<file path="src/rtl/img_pkg.sv">
// ============================================================================
//  img_pkg : shared types, codes and helpers for the windowed-operator pipeline
//  Revision: 1.0
// ============================================================================
`default_nettype none

package img_pkg;

    // Ceiling log2, never less than 1 so that counters always have a bit.
    function automatic int CLOG2(input int value);
        int r;
        r = 0;
        for (int v = value - 1; v > 0; v = v >> 1) begin
            r++;
        end
        return (r < 1) ? 1 : r;
    endfunction

    localparam int MODE_FILL = 0;
    localparam int MODE_CROP = 1;

    localparam logic [1:0] GAUSSIAN_OP = 2'd0;
    localparam logic [1:0] SOBEL_OP    = 2'd1;

    typedef enum logic [0:0] {
        STREAM = 1'b0,
        DRAIN  = 1'b1
    } state_t;

endpackage

`default_nettype wire

</file>
<file path="src/rtl/raster_counter.sv">
// ============================================================================
//  raster_counter : raster-order (x, y) position tracker, wraps after last pixel
//  Revision: 1.0
// ============================================================================
`default_nettype none

module raster_counter
    import img_pkg::*;
#(
    parameter int WIDTH  = 720,
    parameter int HEIGHT = 540,
    localparam int XW    = CLOG2(WIDTH),
    localparam int YW    = CLOG2(HEIGHT)
) (
    input  logic          clock,
    input  logic          reset,
    input  logic          advance,
    output logic [XW-1:0] x,
    output logic [YW-1:0] y,
    output logic          last_in_row,
    output logic          last_in_frame
);

    logic [XW-1:0] x_q, x_d;
    logic [YW-1:0] y_q, y_d;

    always_comb begin
        last_in_row   = (x_q == XW'(WIDTH - 1));
        last_in_frame = last_in_row && (y_q == YW'(HEIGHT - 1));
        x_d = x_q;
        y_d = y_q;
        if (advance) begin
            if (last_in_row) begin
                x_d = '0;
                y_d = last_in_frame ? '0 : y_q + YW'(1);
            end else begin
                x_d = x_q + XW'(1);
            end
        end
    end

    always_ff @(posedge clock) begin
        if (reset) begin
            x_q <= '0;
            y_q <= '0;
        end else begin
            x_q <= x_d;
            y_q <= y_d;
        end
    end

    assign x = x_q;
    assign y = y_q;

endmodule

`default_nettype wire

</file>
<file path="src/rtl/op_depadder.sv">
// ============================================================================
//  op_depadder : fills or crops the invalid frame border of a pixel stream
//  Revision: 1.0
// ============================================================================
`default_nettype none

module op_depadder
    import img_pkg::*;
#(
    parameter int                DWIDTH     = 8,
    parameter int                IMG_WIDTH  = 720,
    parameter int                IMG_HEIGHT = 540,
    parameter int                BORDER     = 1,
    parameter int                MODE       = MODE_FILL,
    parameter logic [DWIDTH-1:0] FILL_VALUE = '0
) (
    input  logic              clock,
    input  logic              reset,
    output logic              fifo_in_rd_en,
    input  logic [DWIDTH-1:0] fifo_in_dout,
    input  logic              fifo_in_empty,
    output logic              fifo_out_wr_en,
    output logic [DWIDTH-1:0] fifo_out_din,
    input  logic              fifo_out_full,
    output logic              frame_done,
    output logic [15:0]       frame_count
);

    localparam int XW = CLOG2(IMG_WIDTH);
    localparam int YW = CLOG2(IMG_HEIGHT);

    // One extra bit so IMG_WIDTH-BORDER is representable when BORDER is 0.
    localparam logic [XW:0] X_LO = (XW + 1)'(BORDER);
    localparam logic [XW:0] X_HI = (XW + 1)'(IMG_WIDTH - BORDER);
    localparam logic [YW:0] Y_LO = (YW + 1)'(BORDER);
    localparam logic [YW:0] Y_HI = (YW + 1)'(IMG_HEIGHT - BORDER);

    logic [XW-1:0] x;
    logic [YW-1:0] y;
    logic          last_in_row;
    logic          last_in_frame;
    logic          is_edge;
    logic          drop;

    state_t            state_q, state_d;
    logic              out_valid_q, out_valid_d;
    logic [DWIDTH-1:0] dout_q, dout_d;
    logic              frame_done_q, frame_done_d;
    logic [15:0]       frame_count_q, frame_count_d;

    raster_counter #(
        .WIDTH  (IMG_WIDTH),
        .HEIGHT (IMG_HEIGHT)
    ) u_raster_counter (
        .clock         (clock),
        .reset         (reset),
        .advance       (fifo_in_rd_en),
        .x             (x),
        .y             (y),
        .last_in_row   (last_in_row),
        .last_in_frame (last_in_frame)
    );

    always_comb begin
        is_edge = ({1'b0, x} < X_LO) || ({1'b0, x} >= X_HI) ||
                  ({1'b0, y} < Y_LO) || ({1'b0, y} >= Y_HI);
        drop    = is_edge && (MODE == MODE_CROP);
    end

    always_comb begin
        state_d        = state_q;
        out_valid_d    = out_valid_q && fifo_out_full;
        dout_d         = dout_q;
        frame_done_d   = 1'b0;
        frame_count_d  = frame_count_q;
        fifo_in_rd_en  = 1'b0;
        fifo_out_wr_en = out_valid_q && !fifo_out_full && !reset;

        case (state_q)
            STREAM: begin
                // Dropped pixels never need the output slot, so they bypass backpressure.
                fifo_in_rd_en = !reset && !fifo_in_empty &&
                                (drop || !out_valid_q || !fifo_out_full);
                if (fifo_in_rd_en && last_in_row && last_in_frame) begin
                    state_d = DRAIN;
                end
            end
            DRAIN: begin
                if (!out_valid_q || fifo_out_wr_en) begin
                    frame_done_d  = 1'b1;
                    frame_count_d = frame_count_q + 16'd1;
                    state_d       = STREAM;
                end
            end
            default: state_d = STREAM;
        endcase

        if (fifo_in_rd_en && !drop) begin
            out_valid_d = 1'b1;
            dout_d      = is_edge ? FILL_VALUE : fifo_in_dout;
        end
    end

    always_ff @(posedge clock) begin
        if (reset) begin
            state_q       <= STREAM;
            out_valid_q   <= 1'b0;
            dout_q        <= '0;
            frame_done_q  <= 1'b0;
            frame_count_q <= '0;
        end else begin
            state_q       <= state_d;
            out_valid_q   <= out_valid_d;
            dout_q        <= dout_d;
            frame_done_q  <= frame_done_d;
            frame_count_q <= frame_count_d;
        end
    end

    assign fifo_out_din = dout_q;
    assign frame_done   = frame_done_q;
    assign frame_count  = frame_count_q;

endmodule

`default_nettype wire

</file>
<file path="config.mk">
export PLATFORM = sky130hd
export DESIGN_NAME = op_depadder
export DESIGN_NICKNAME = d
export VERILOG_FILES = /design/src/rtl/img_pkg.sv /design/src/rtl/raster_counter.sv /design/src/rtl/op_depadder.sv
export SDC_FILE = /design/constraint.sdc
export NUM_CORES = 1
export LEC_CHECK = 0
export CAP_MARGIN = 20
export CELL_PAD_IN_SITES_DETAIL_PLACEMENT = 1
export CELL_PAD_IN_SITES_GLOBAL_PLACEMENT = 1
export CORE_AREA = 4 4 110 60
export DETAILED_ROUTE_END_ITERATION = 7
export DIE_AREA = 0 0 114 64
export PLACE_DENSITY_LB_ADDON = 0.1
export SLEW_MARGIN = 15
export SYNTH_ARGS = -nofsm -noshare
export SYNTH_HDL_FRONTEND = slang
export SYNTH_SLANG_ARGS = --single-unit
export TNS_END_PERCENT = 1
</file>
<file path="constraint.sdc">
create_clock -name clock -period 2.9 [get_ports clock]
set_input_delay 0.58 -clock clock [delete_from_list [all_inputs] [get_ports clock]]
set_output_delay 0.58 -clock clock [all_outputs]
set_load 0.05 [all_outputs]
</file>
; ---- Word-level counts from Yosys, hierarchy flattened
; Index checks and enable logic that the tools add are counted.
[word_totals]
regBits = 47
out_inout_bits = 27
[op_classes]
addsub = 3
magnitude_cmp = 4
eq_ne = 2
mux = 9
bitwise = 1
n_reduce_logical = 20
[ops]
columns = operator, count
row1 = $add 10x1->10 const B, 2
row2 = $eq 10x10->1 const B, 2
row3 = $ge 10x10->1 const B, 2
row4 = $lt 10x1->1 const B, 2
row5 = $mux 10, 2
row6 = $add 16x1->16 const B, 1
row7 = $logic_and 1x1->1, 8
row8 = $mux 8, 1
row9 = $logic_or 1x1->1, 5
row10 = $mux 1, 5
row11 = $logic_not 1->1, 4
row12 = $reduce_and 2->1, 2
row13 = $pmux 1 s2, 1
row14 = $reduce_or 2->1, 1
row15 = $not 1->1, 1

; ---- Logic depth before layout (Yosys ltp)
; Gate-level depths: netlist of the first run.
[logic_depth]
ltp_word = 7
depth_mapped = 7
ltp_nobuf = 6

; ---- By module
; From an unflattened synthesis of the first run, not the netlist that was laid out.
[hier_totals]
hier_cells = 260
area_unflattened_um2 = 2302.2
[modules_own_cells]
columns = module, n_inst, cells_per_inst, area_per_inst_um2, seq_area_each_um2
row1 = op_depadder, 1, 151, 1338.8, 540.5
row2 = raster_counter, 1, 109, 963.4, 400.4

; ---- Worst setup path before layout of the first run
; No wires, ideal clock.
[synth_path]
kind = input -> output
from = input reset
to = output fifo_out_wr_en
arrival_ps = 2101
required_time_ps = 2320
setup_slack_ps = 219
cell_stages = 3
n_path_buf = 2
path_cell_list = buf_2 -> clkbuf_1 -> nor3b_1
[synth_via]
elab_chain_cells = 2
[synth_rtl]
columns = item, line
row1 = "start, declared", op_depadder.sv:18  ; input logic reset,
row2 = $logic_not 1->1, op_depadder.sv:77  ; fifo_out_wr_en = out_valid_q && !fifo_out_full && !reset;
row3 = $logic_and 1x1->1, op_depadder.sv:77
row4 = "end, declared", op_depadder.sv:22  ; output logic fifo_out_wr_en,
; No other way between the ends.

; ---- Worst setup path after layout of the first run
[layout_path]
from = input fifo_out_full
to = register u_raster_counter.y_q[3], in the netlist u_raster_counter.y[3]
[layout_via]
elab_chain_cells = 5
[layout_rtl]
columns = item, line
row1 = "start, declared", op_depadder.sv:24  ; input logic fifo_out_full,
row2 = $logic_not 1->1, op_depadder.sv:83  ; (drop || !out_valid_q || !fifo_out_full);
row3 = $logic_or 1x1->1, op_depadder.sv:83
row4 = $logic_and 1x1->1, op_depadder.sv:82  ; fifo_in_rd_en = !reset && !fifo_in_empty &&
row5 = $mux 1, op_depadder.sv:79  ; case (state_q)
row6 = $reduce_and 2->1 (no source line), n/a
row7 = "end signal, assigned", raster_counter.sv:48  ; y_q <= y_d;
row8 = "end, declared", raster_counter.sv:25  ; logic [YW-1:0] y_q, y_d;
; No other way between the ends.
; A chain may end at the register's enable or synchronous reset.

==> flow_metrics.tcl, run 1 <==
set metrics [dict create \
    status "finished, final reports clean" \
    grt_pass1_vias 1974 \
    root_buffer "clkbuf_16" \
    synth_cell_type_count 37 \
    p_int_mw 1.116 \
    netlist_area_um2 2127 \
    sw_frac_of_total_pct 21.29 \
    io_pins 39 \
    finalWirelength_um 6096 \
    r2r_slack_ns 0.56 \
    grtUsageTotal_pct 17.87 \
    diodes 0 \
    layout_commonest_cell "dfxtp_1" \
    synth-main-ff-cell "dfxtp_1" \
    die_x_um 114 \
    met1_usage_pct 26.51 \
    yosysWarnings 0 \
    overflow 0 \
    clkPwrFrac_pct 48.0 \
    power_leakage_nw 0.9896 \
    place.gp.congestion 0.7905 \
    drt_iter0_markers 88 \
    wl_per_cell_um 16.48 \
    ir_worst_vdd_mv 0.2048 \
    hpwlAfterDp_um 4501 \
    synth_fp_nets 256 \
    antenna_left 0 \
    cellPowerDensity_nw_per_um2 491.4 \
    postCtsSetupRepairBufs 0 \
    grt_max_degree 27 \
    clk_pin_slew_ns 0.06 \
    r2r_cells 5 \
    whs_ns 0.4677 \
    fin_worst_skew_ns 0.002525 \
    cts.path.max_buffers 2 \
    net-switching-power_mw 0.3020 \
    htree_levels 2 \
    core_area_um2 5756 \
    crit_type "input port to register" \
    dp_cells 362 \
    max_freq_mhz 383.6 \
    worst_slew_pin_slew_ns 0.6349 \
    drc 0 \
    finalHoldViolations 0 \
    synthCells 239 \
    tritoncts "done" \
    finalCritPeriodShare_pct 89.90 \
    fin_cells 370 \
    cts_buffers 5 \
    vias 1998 \
    use_met3_pct 6.528 \
    maxCapViolCount 0 \
    antenna_found_initial 0 \
    max_slew_margin_pct 57.59 \
    setup_slack_ns 0.2929 \
    finalCriticalPeriod_ns 2.607 \
    die_area_um2 7296 \
    combPwrFrac_pct 5.8 \
    fp.dieH_um 64 \
    area_delta_synth_final_pct 35.71 \
    grt_busiest_layer "met1" \
    critPathMaxFanout 10 \
    clkLatencyLatePin_ns 0.30 \
    layout-drive-gt1-share_pct 9.215 \
    start_kind "input port" \
    grt_use_met2_pct 23.83 \
    hp-class "register to register" \
    p_seq_share_pct 46.2 \
    seq_area_frac_synth_pct 44.24 \
    hold_depth 1 \
    rsz0062_at_grt "no" \
    cts_resized 0 \
    nets 309 \
    cp-end-kind "register" \
    first_pass_iters 4 \
    async_flop_share_pct 0 \
    via_per_inst 5.400 \
    synth_edf_count 0 \
    synth-seq-cells 47 \
    rows 20 \
    place_area_um2 2708 \
    portBuffers 38 \
    worstPathArrival_ns 2.84 \
    holdBufCountCts 0 \
    cts.sinks 47 \
    mostFrequentLayoutCells "dfxtp_1, clkdlybuf4s50_1, nor2_1" \
    setup_viol 0 \
    final_area_um2 2887 \
    initial_core_util_pct 36.96 \
    grt_first_pass_wirelength_um 10160 \
    crit_required_ns 3.13 \
    pre_cts_slack_ns -0.01533 \
    syn_avg_cell_area_um2 8.900 \
    slew_violations 0 \
]
[synth_stat cells, types with 6 or more instances]
library cell / n / area [um2]
dfxtp_1: 47 / 940.9
or3_1: 9 / 56.30
o31ai_1: 9 / 67.56
nand2_1: 13 / 48.80
xor2_1: 11 / 96.34
nand4_1: 13 / 81.33
or4_1: 10 / 75.07
xnor2_1: 6 / 52.55
o21ai_0: 10 / 50.05
a32o_1: 8 / 80.08
nor2_1: 24 / 90.09
a21oi_1: 18 / 90.09
inv_1: 8 / 30.03
nand3_1: 11 / 55.05
[power groups by stage]
stage	Combinational, mW	Sequential, mW	Clock [mW]
finish	0.0824	0.655	0.681
floorplan	0.0371	0.668	0
global placement	0.0802	0.670	0
CTS	0.0815	0.655	0.701
detailed placement	0.0808	0.670	0
global route	0.0902	0.656	0.735
[metal layers]
metal	routed length, um	part of all wire, %	vias up
li1	-	-	1008
met1	3366	55	947
met2	2374	39	35
met3	286	4.7	8
met4	68	1.1	0
met5	0	0	-
[flip-flops by register name (all words and copies together) (netlist names)]
signal	flops
u_raster_counter.y	10
fifo_out_din	8
frame_count	16
frame_done	1
u_raster_counter.x	10
state_q	1
out_valid_q	1
[worst paths after layout]
path | startpoint | to
max reg2reg | state_q | u_raster_counter.y[3]
max | fifo_out_full | u_raster_counter.y[3]
min | fifo_out_din[6] | fifo_out_din[6]
min reg2reg | fifo_out_din[6] | fifo_out_din[6]
[critical path, stage by stage]
cell and delay [ns]:
clkdlybuf4s50_1 0.45, a2111o_1 0.44, or4_1 0.53, buf_4 0.19, or4b_1 0.50, a21oi_1 0.15
[cell families after synthesis]
kind of cell	after synthesis	share of synthesized area [%]
and+or+nand+nor	101	25.94
AOI/OAI and AO/OA	54	17.12
DFF	47	44.24
xor gates and xnor gates	17	7.000
buffers and inverters	15	2.764
adders and majority gates	5	2.941
[stage by stage]
step	total power, mW	utilization (%)	setup TNS (ns)
5_1_grt	1.481	50.15	0
4_1_cts	1.438	50.07	0
3_3_place_gp	0.7497	47.04	0
2_1_floorplan	0.7049	-	0
6_report	1.418	50.15	0
3_5_place_dp	0.7504	47.04	-0.03288
[cell type report]
type,instances,area (um2)
fillers,685,2869
multi-input cells,177,1132
flip-flops and latches,47,940.9
repair buffers,53,513.0
clock buffers,6,138.9
well taps,77,96.34
clock inverters,2,35.03
inverters,8,30.03
Power figures use the tool's default switching activity.
==> run 2: changes to the inputs <==
- GPL_ROUTABILITY_DRIVEN: unset -> 0
==> results of run 2 <==
Same layout as run 1: the final DEF is identical, and so are final timing and power.
